File: config.mk
export PLATFORM = sky130hd
export DESIGN_NAME = key_debouncer_multi
export DESIGN_NICKNAME = d
export VERILOG_FILES = /design/src/rtl/key_debouncer_multi_pkg.sv /design/src/rtl/key_debouncer_multi_sync_chain.sv /design/src/rtl/key_debouncer_multi.sv
export SDC_FILE = /design/constraint.sdc
export NUM_CORES = 1
export LEC_CHECK = 0
export ABC_AREA = 0
export CAP_MARGIN = 20
export CORE_MARGIN = 10
export CORE_UTILIZATION = 49
export DETAILED_ROUTE_END_ITERATION = 8
export GPL_TIMING_DRIVEN = 0
export PLACE_DENSITY = 0.74
export SYNTH_ARGS = -nofsm -noshare
export SYNTH_HDL_FRONTEND = slang
export SYNTH_SLANG_ARGS = --single-unit
File: constraint.sdc
create_clock -name clk -period 2.6 [get_ports clk]
set_input_delay 0.26 -clock clk [delete_from_list [all_inputs] [get_ports clk]]
set_output_delay 0.26 -clock clk [all_outputs]
set_load 0.01 [all_outputs]
File: src/rtl/key_debouncer_multi_pkg.sv
// Shared FSM state encoding and default timing constants for the keypad debouncer.
package key_debounce_pkg;

    typedef enum logic [1:0] {
        IDLE,
        PRESS_WAIT,
        HELD,
        RELEASE_WAIT
    } deb_state_t;

    localparam int DEF_DEBOUNCE_CYCLES = 20;
    localparam int DEF_SYNC_STAGES     = 2;

endpackage

File: src/rtl/key_debouncer_multi_sync_chain.sv
// STAGES-deep flop chain bringing an asynchronous WIDTH-bit bus into clk_i; latency STAGES cycles.
module sync_chain #(
    parameter int WIDTH  = 1,
    parameter int STAGES = 2
) (
    input  logic             clk_i,
    input  logic             rst_ni,
    input  logic [WIDTH-1:0] d_i,
    output logic [WIDTH-1:0] q_o
);

    logic [WIDTH-1:0] stage_q [STAGES];

    always_ff @(posedge clk_i) begin
        if (!rst_ni) begin
            for (int i = 0; i < STAGES; i++) begin
                stage_q[i] <= '0;
            end
        end else begin
            stage_q[0] <= d_i;
            for (int i = 1; i < STAGES; i++) begin
                stage_q[i] <= stage_q[i-1];
            end
        end
    end

    assign q_o = stage_q[STAGES-1];

endmodule

File: src/rtl/key_debouncer_multi.sv
// Debounces key-present strobe plus key code; press/release pulses after SYNC_STAGES+DEBOUNCE_CYCLES cycles.
// Optional auto-repeat of key_valid while held: KEY_DEBOUNCER_AUTO_REPEAT_EN.
module key_debouncer_multi
    import key_debounce_pkg::*;
#(
    parameter int WIDTH           = 4,
    parameter int DEBOUNCE_CYCLES = DEF_DEBOUNCE_CYCLES,
    parameter int SYNC_STAGES     = DEF_SYNC_STAGES,
    parameter int REPEAT_DELAY    = 500,
    parameter int REPEAT_PERIOD   = 100
) (
    input  logic             clk,
    input  logic             reset,
    input  logic [WIDTH-1:0] sig_in,
    input  logic             key_pressed,
    output logic [WIDTH-1:0] sig_out,
    output logic             key_valid,
    output logic             key_release,
    output logic             key_held
);

    localparam int            CW       = $clog2(DEBOUNCE_CYCLES + 1);
    localparam logic [CW-1:0] CNT_LAST = CW'(DEBOUNCE_CYCLES - 1);
    localparam logic [CW-1:0] CNT_MAX  = CW'(DEBOUNCE_CYCLES);

    logic             key_s;
    logic [WIDTH-1:0] code_s;

    sync_chain #(.WIDTH(1), .STAGES(SYNC_STAGES)) u_key_sync (
        .clk_i  (clk),
        .rst_ni (reset),
        .d_i    (key_pressed),
        .q_o    (key_s)
    );

    sync_chain #(.WIDTH(WIDTH), .STAGES(SYNC_STAGES)) u_code_sync (
        .clk_i  (clk),
        .rst_ni (reset),
        .d_i    (sig_in),
        .q_o    (code_s)
    );

    deb_state_t       state_q;
    logic [CW-1:0]    cnt_q;
    logic [CW-1:0]    cnt_inc;
    logic [WIDTH-1:0] cap_q;
    logic [WIDTH-1:0] sig_out_q;
    logic             valid_q;
    logic             release_q;
    logic             held_q;

    // Saturating increment so a mis-parameterised compare can never wrap the count.
    assign cnt_inc = (cnt_q == CNT_MAX) ? cnt_q : cnt_q + CW'(1);

`ifdef KEY_DEBOUNCER_AUTO_REPEAT_EN
    localparam int             RW      = $clog2(((REPEAT_DELAY > REPEAT_PERIOD) ? REPEAT_DELAY : REPEAT_PERIOD) + 1);
    localparam logic [RW-1:0]  RD_LAST = RW'(REPEAT_DELAY - 1);
    localparam logic [RW-1:0]  RP_LAST = RW'(REPEAT_PERIOD - 1);

    logic [RW-1:0] rep_cnt_q;
    logic          rep_again_q;
    logic          rep_fire;

    // First repeat waits the long delay, later ones the shorter period.
    assign rep_fire = (rep_cnt_q == (rep_again_q ? RP_LAST : RD_LAST));
`else
    if (REPEAT_DELAY < 1 || REPEAT_PERIOD < 1) begin : g_repeat_unused
    end
`endif

    always_ff @(posedge clk) begin
        if (!reset) begin
            state_q     <= IDLE;
            cnt_q       <= '0;
            cap_q       <= '0;
            sig_out_q   <= '0;
            valid_q     <= 1'b0;
            release_q   <= 1'b0;
            held_q      <= 1'b0;
`ifdef KEY_DEBOUNCER_AUTO_REPEAT_EN
            rep_cnt_q   <= '0;
            rep_again_q <= 1'b0;
`endif
        end else begin
            valid_q   <= 1'b0;
            release_q <= 1'b0;
            case (state_q)
                IDLE: begin
                    if (key_s) begin
                        state_q <= PRESS_WAIT;
                        cap_q   <= code_s;
                        cnt_q   <= CW'(1);
                    end
                end
                PRESS_WAIT: begin
                    if (!key_s) begin
                        state_q <= IDLE;
                        cnt_q   <= '0;
                    end else if (code_s != cap_q) begin
                        cap_q <= code_s;
                        cnt_q <= CW'(1);
                    end else if (cnt_q == CNT_LAST) begin
                        state_q     <= HELD;
                        sig_out_q   <= cap_q;
                        valid_q     <= 1'b1;
                        held_q      <= 1'b1;
                        cnt_q       <= '0;
`ifdef KEY_DEBOUNCER_AUTO_REPEAT_EN
                        rep_cnt_q   <= '0;
                        rep_again_q <= 1'b0;
`endif
                    end else begin
                        cnt_q <= cnt_inc;
                    end
                end
                HELD: begin
                    if (!key_s) begin
                        state_q <= RELEASE_WAIT;
                        cnt_q   <= CW'(1);
`ifdef KEY_DEBOUNCER_AUTO_REPEAT_EN
                    end else if (rep_fire) begin
                        valid_q     <= 1'b1;
                        rep_cnt_q   <= '0;
                        rep_again_q <= 1'b1;
                    end else begin
                        rep_cnt_q <= rep_cnt_q + RW'(1);
`endif
                    end
                end
                RELEASE_WAIT: begin
                    if (key_s) begin
                        state_q     <= HELD;
                        cnt_q       <= '0;
`ifdef KEY_DEBOUNCER_AUTO_REPEAT_EN
                        rep_cnt_q   <= '0;
                        rep_again_q <= 1'b0;
`endif
                    end else if (cnt_q == CNT_LAST) begin
                        state_q   <= IDLE;
                        release_q <= 1'b1;
                        held_q    <= 1'b0;
                        cnt_q     <= '0;
                    end else begin
                        cnt_q <= cnt_inc;
                    end
                end
                default: begin
                    state_q <= IDLE;
                    held_q  <= 1'b0;
                    cnt_q   <= '0;
                end
            endcase
        end
    end

    assign sig_out     = sig_out_q;
    assign key_valid   = valid_q;
    assign key_release = release_q;
    assign key_held    = held_q;

endmodule

# Word level (Yosys, flattened, before mapping)
# Memory sizes are Yosys's and may differ from the RTL's.
# Cells that the tools add are included.
dict set report totals {
  mem_bits_ro 0
  reg_bits 18
  mem_count 2
  ram_bits 10
  latch_bits 0
  out_inout_bits 7
  wordCells 79
  inputBits 7
}
# memory words word_bits read_ports rd_clocked_by_memory_dff write_ports line
set memory_table {}
lappend memory_table {u_code_sync.stage_q 2 4 2 0 2 key_debouncer_multi_sync_chain.sv:12} ;# logic [WIDTH-1:0] stage_q [STAGES];
lappend memory_table {u_key_sync.stage_q 2 1 2 0 2 key_debouncer_multi_sync_chain.sv:12}
dict set report classes {
  n_reduce_logical 10
  n_eq_ne 17
  bitwise_logic 9
  n_shift 0
  addsub 1
  mul 0
  div_mod_pow 0
  n_lt_le_gt_ge 0
  muxes 33
}
# op count
set op_table {}
lappend op_table {{$mux W5} 7}
lappend op_table {{$mux W4} 5}
lappend op_table {{$pmux W5 S4} 1}
lappend op_table {{$ne A2 B2 Y1 const B} 8}
lappend op_table {{$mux W2} 7}
lappend op_table {{$eq A5 B5 Y1 const B} 2}
lappend op_table {{$mux W1} 10}
lappend op_table {{$ne A3 B3 Y1 const B} 3}
lappend op_table {{$pmux W2 S4} 1}
lappend op_table {{$pmux W4 S2} 1}
lappend op_table {{$reduce_and A4 Y1} 2}
lappend op_table {{$reduce_and A6 Y1} 1}
lappend op_table {{$add A5 B1 Y5 const B} 1}
lappend op_table {{$not A1 Y1} 5}
lappend op_table {{$reduce_and A5 Y1} 1}
lappend op_table {{$eq A2 B2 Y1 const B} 2}
lappend op_table {{$ne A4 B4 Y1} 1}
lappend op_table {{$or A1 B1 Y1} 4}
lappend op_table {{$reduce_bool A2 Y1} 2}
lappend op_table {{$reduce_or A4 Y1} 1}
lappend op_table {{$reduce_or A3 Y1} 1}
lappend op_table {{$eq A2 B1 Y1 const B} 1}
lappend op_table {{$logic_not A2 Y1} 1}
lappend op_table {{$pmux W1 S2} 1}
lappend op_table {{$reduce_and A2 Y1} 1}

# Depth between registers and ports, before layout
dict set report logic_depth {
  ltp_word 6
  ltp_mapped 6
}

# Modules after synthesis
# From an unflattened synthesis, not the netlist that was laid out.
dict set report unflattened {
  hier_cells 127
  area_unflattened_um2 1226.2
}
# module area_per_inst_um2 seq_area_each_um2 cells_each n_inst
set modules_own_cells {}
lappend modules_own_cells {key_debouncer_multi 933.4 360.3 103 1}
lappend modules_own_cells {{sync_chain at u_code_sync} 240.2 160.2 20 1}
lappend modules_own_cells {{sync_chain at u_key_sync} 52.6 40.0 4 1}

# Worst setup path before layout
# No wires, ideal clock.
dict set report synth_timing {
  path_kind {reg2reg}
  start {reg cnt_q[0]}
  end {reg sig_out_q[0] (netlist: sig_out[0])}
  setup_time_ns 0.116
  path_stages_with_launch 7
  arrival_ns 1.457
  n_path_buf 0
  slack_ns 1.027
  cell_sequence {dfxtp_1 -> ha_1 -> and4bb_2 -> nand2_4 -> nor3_4 -> mux2i_1 -> nor2b_1}
}
dict set report synth_via {
  elab_chain_len 2
}
# element line
set synth_lines {}
lappend synth_lines {{from (decl)} key_debouncer_multi.sv:44} ;# logic [CW-1:0] cnt_q;
lappend synth_lines {{from (signal assigned)} key_debouncer_multi.sv:113} ;# cnt_q <= cnt_inc;
lappend synth_lines {{from (signal assigned)} key_debouncer_multi.sv:144} ;# cnt_q <= cnt_inc;
lappend synth_lines {{$eq A5 B5 Y1} key_debouncer_multi.sv:102} ;# end else if (cnt_q == CNT_LAST) begin
lappend synth_lines {{$reduce_and A4 Y1 (no line)} --}
lappend synth_lines {{to (signal assigned)} key_debouncer_multi.sv:104} ;# sig_out_q <= cap_q;
lappend synth_lines {{to (decl)} key_debouncer_multi.sv:47} ;# logic [WIDTH-1:0] sig_out_q;
# No other way between the ends.
# A chain may end at the register's enable or synchronous reset.

# Worst setup path in the final report
dict set report layout_timing {
  start {reg cnt_q[0]}
  end {reg sig_out_q[3] (netlist: sig_out[3])}
}
# The elaborated chain is that of the path after synthesis.

==> metrics.csv <==
stage,metric,value,unit
sta,setup TNS,0,ps
clock_network,Clock Latency Late Sink,320,ps
clock_network,Clock Root Buffer,clkbuf_4,
yosys,Syn Inst Count,127,
yosys,#FFs+latches synth,28,
pwr,Power Dens Cells,480.3,nW/um^2
detailed_routing,final wirelength,2.207,mm
sta,"Slew Viols, Final",0,
worst_setup_path,critical-path maximum fanout,6,
clock_network,Hold Buf Count CTS,0,
detailed_routing,Iter 0 DRT Violations,61,
placed_design,PortBufs,12,
grt,vias in the first global route,925,
clock_network,Num CTS Buffers,3,
worst_setup_path,"CP delay by family, top",simple AND/OR/NAND/NOR gates,
finish,Antenna Cells,0,
grt,grt ovf,0,
die,die span in y,69.82,um
die,Cell Rows,17,
yosys,post-synth net total,136,
pwr,Leakage Power,0.4933,nW
finish,nets,153,
finish,final core utilization,60.68,%
pwr,Clk network pwr share,24.9,%
sta,Final Setup Violations,0,
worst_setup_path,Setup CP Type,reg2reg,
pwr,"IR drop worst, VDD",0.0004796,V
sta,Final Skew,1.627,ps
worst_setup_path,Worst Setup End Kind,flip-flop,
finish,layout cells sized above 1,9.859,%
sta,Max Fclk,0.5545,GHz
detailed_routing,vias,923,
sta,Final Hold Violating Endpoints,0,
worst_setup_path,max incr delay on CP,380,ps
sta,post-layout min period,1804,ps
die,total I/O pin count,14,
placed_design,Post-Place Cell Area,1371,sq um
die,die width,69.82,um
worst_setup_path,crit path max-delay cell type,dfxtp_1,
grt,initial antenna violation count,0,
pwr,Seq pwr share,66.5,%
worst_setup_path,Worst Path Required,2830,ps
worst_setup_path,critical path arrival,2030,ps
die,Initial Util,52.94,%
yosys,"Seq/Total Area, Yosys",46.09,%
clock_network,H-tree level count,1,
sta,period utilization,69.37,%
detailed_routing,routed len/inst,12.98,um
finish,Final Non-Filler Cells,170,
pwr,Switching Power,149.0,uW
sta,final hold slack,330.4,ps
finish,Layout Area Growth over Synthesis,14.61,%
job,max-cap violations,0,
hold_path,Hold WC Path Type,in2reg,
detailed_routing,drt first pass iters,4,
detailed_routing,drt drc,0,
grt,overall routing resource usage,9.430,%
grt,largest net degree at the start of global routing,15,
pwr,Combinational Power Share,8.5,%
pwr,Pint,520.5,uW
die,Die ar.,4875,sq um
die,Core ar.,2297,sq um
yosys,Netlist cell types,35,
detailed_routing,via/cell ratio,5.429,
clock_network,CTS resizes,0,
sta,RSZ-0062 raised after global routing,no,
clock_network,Post-CTS Setup Bufs,0,
placed_design,HPWL Detailed,1.704,mm
yosys,Synth Cell Area,1216,sq um
clock_network,Max clock buf depth,2,
clock_network,"CTS clk-pin slew, worst paths",130,ps
placed_design,Inst Count DP,167,
finish,design area,1394,sq um
worst_setup_path,"Buf+Inv Stages, Crit Path",0,
worst_setup_path,critical path cell sequence,"ha_1, and4bb_2, nand2_4, nor3_4, mux2i_1, nor2b_1",
placed_design,GPL Wtd Cong,0.8839,
clock_network,CTS sink cnt,28,
sta,relative slew slack,75.61,%
detailed_routing,Routed Antenna Nets,0,
sta,slew at the pin closest to its max-slew limit,365.9,ps
clock_network,CTS tree,done,
status,status,"finished, final reports clean",
pwr,switch share,22.25,%
yosys,Post-Syn Area per Cell,9.576,sq um
yosys,Yosys warnings,0,
worst_setup_path,Worst setup SP type,flip-flop,
grt,first-pass GRT wire length,4.008,mm
[metrics by stage]
stage | setup WS (ps) | power, mW
after floorplan | 1027 | 0.4948
after global placement | 834.6 | 0.5109
after detailed placement | 796.2 | 0.5128
after CTS | 774.9 | 0.6819
after global routing | 631.9 | 0.7089
final | 796.4 | 0.6694
[cell families after synthesis]
kind of cell | count (synthesis) | synth area share (%)
AOI/OAI and AO/OA | 23 | 13.99
xor gates and xnor gates | 6 | 4.321
adders and majority gates | 2 | 2.057
buffers and inverters | 9 | 2.880
DFF | 28 | 46.09
muxes | 4 | 3.292
and+or+nand+nor | 55 | 27.37
[layer usage]
layer  track usage, %  wire [um]  vias up
li1                 -          -      469
met1            11.48       1030      433
met2            14.39       1020       19
met3            4.280        138        2
met4            2.826         18        0
met5                0          0        -
[layout by cell type, fill, tap and decap left out, types with 2 or more instances in the layout]
master,synthesis,routed
nand2b_1,2,2
o211ai_1,2,2
ha_1,2,2
clkbuf_4,0,3
a21boi_0,4,4
nor2_1,6,6
a31oi_1,4,4
nor3_1,3,3
clkbuf_1,3,3
xnor2_1,6,6
clkdlybuf4s50_1,0,12
inv_1,5,5
mux2i_1,4,4
nand2_1,15,15
o22ai_1,2,2
nor2b_1,7,7
a21oi_1,4,4
and2_1,11,11
dfxtp_1,28,28
o21ai_0,2,2
[registers in the layout (all words and copies together), names as in the netlist, named ones only]
register and count:
state_q 1, cap_q 4, key_release 1, key_valid 1, u_key_sync.stage_q 2, sig_out 4, key_held 1, u_code_sync.stage_q 8
cnt_q 5
[final timing paths]
check / startpoint / end / slack, ps / cells past startpoint
max reg2reg: cnt_q[0] / sig_out[3] / 800 / 6
max: cnt_q[0] / sig_out[3] / 800 / 6
min: reset / cap_q[1] / 330 / 2
min reg2reg: u_key_sync.stage_q[0][0] / u_key_sync.stage_q[0][1] / 450 / 1
[cell usage after synthesis]
| cell type | count | area [sq um] |
|---|---|---|
| a21boi_0 | 4 | 30.03 |
| a21boi_1 | 1 | 7.510 |
| a21oi_1 | 4 | 20.02 |
| a22o_1 | 1 | 8.760 |
| a31oi_1 | 4 | 25.02 |
| and2_1 | 11 | 68.82 |
| and2_2 | 1 | 7.510 |
| and2b_1 | 1 | 7.510 |
| and3_2 | 1 | 7.510 |
| and4b_2 | 1 | 11.26 |
| and4bb_2 | 1 | 12.51 |
| clkbuf_1 | 3 | 11.26 |
| clkbuf_2 | 1 | 5.000 |
| dfxtp_1 | 28 | 560.5 |
| ha_1 | 2 | 25.02 |
| inv_1 | 5 | 18.77 |
| mux2i_1 | 4 | 40.04 |
| nand2_1 | 15 | 56.30 |
| nand2_4 | 1 | 11.26 |
| nand2b_1 | 2 | 12.51 |
| nand3_1 | 1 | 5.000 |
| nand4_1 | 1 | 6.260 |
| nand4_4 | 1 | 21.27 |
| nor2_1 | 6 | 22.52 |
| nor2b_1 | 7 | 43.79 |
| nor3_1 | 3 | 15.01 |
| nor3_4 | 1 | 16.27 |
| o211ai_1 | 2 | 15.01 |
| o21ai_0 | 2 | 10.01 |
| o221a_2 | 1 | 11.26 |
| o22ai_1 | 2 | 12.51 |
| o311ai_1 | 1 | 8.760 |
| o31ai_4 | 1 | 21.27 |
| or3_2 | 1 | 7.510 |
| xnor2_1 | 6 | 52.55 |
[power by group through the flow]
stage | sequential, mW | combinational (mW) | clock, mW
floorplan | 0.454 | 0.0413 | 0
global placement | 0.455 | 0.0562 | 0
detailed placement | 0.455 | 0.0577 | 0
CTS | 0.446 | 0.0578 | 0.178
global route | 0.447 | 0.0643 | 0.197
finish | 0.445 | 0.0571 | 0.167
[cell type report]
cell class              instances  area [sq um]
inverters                       5         18.77
clock buffers                   3         22.52
fillers                       213         903.4
multi-input cells              90         620.6
plain buffers                   4         16.27
well taps                      28         35.03
flip-flops and latches         28         560.5
repair buffers                 12         120.1
No activity file was read; power rests on OpenSTA's default activity.
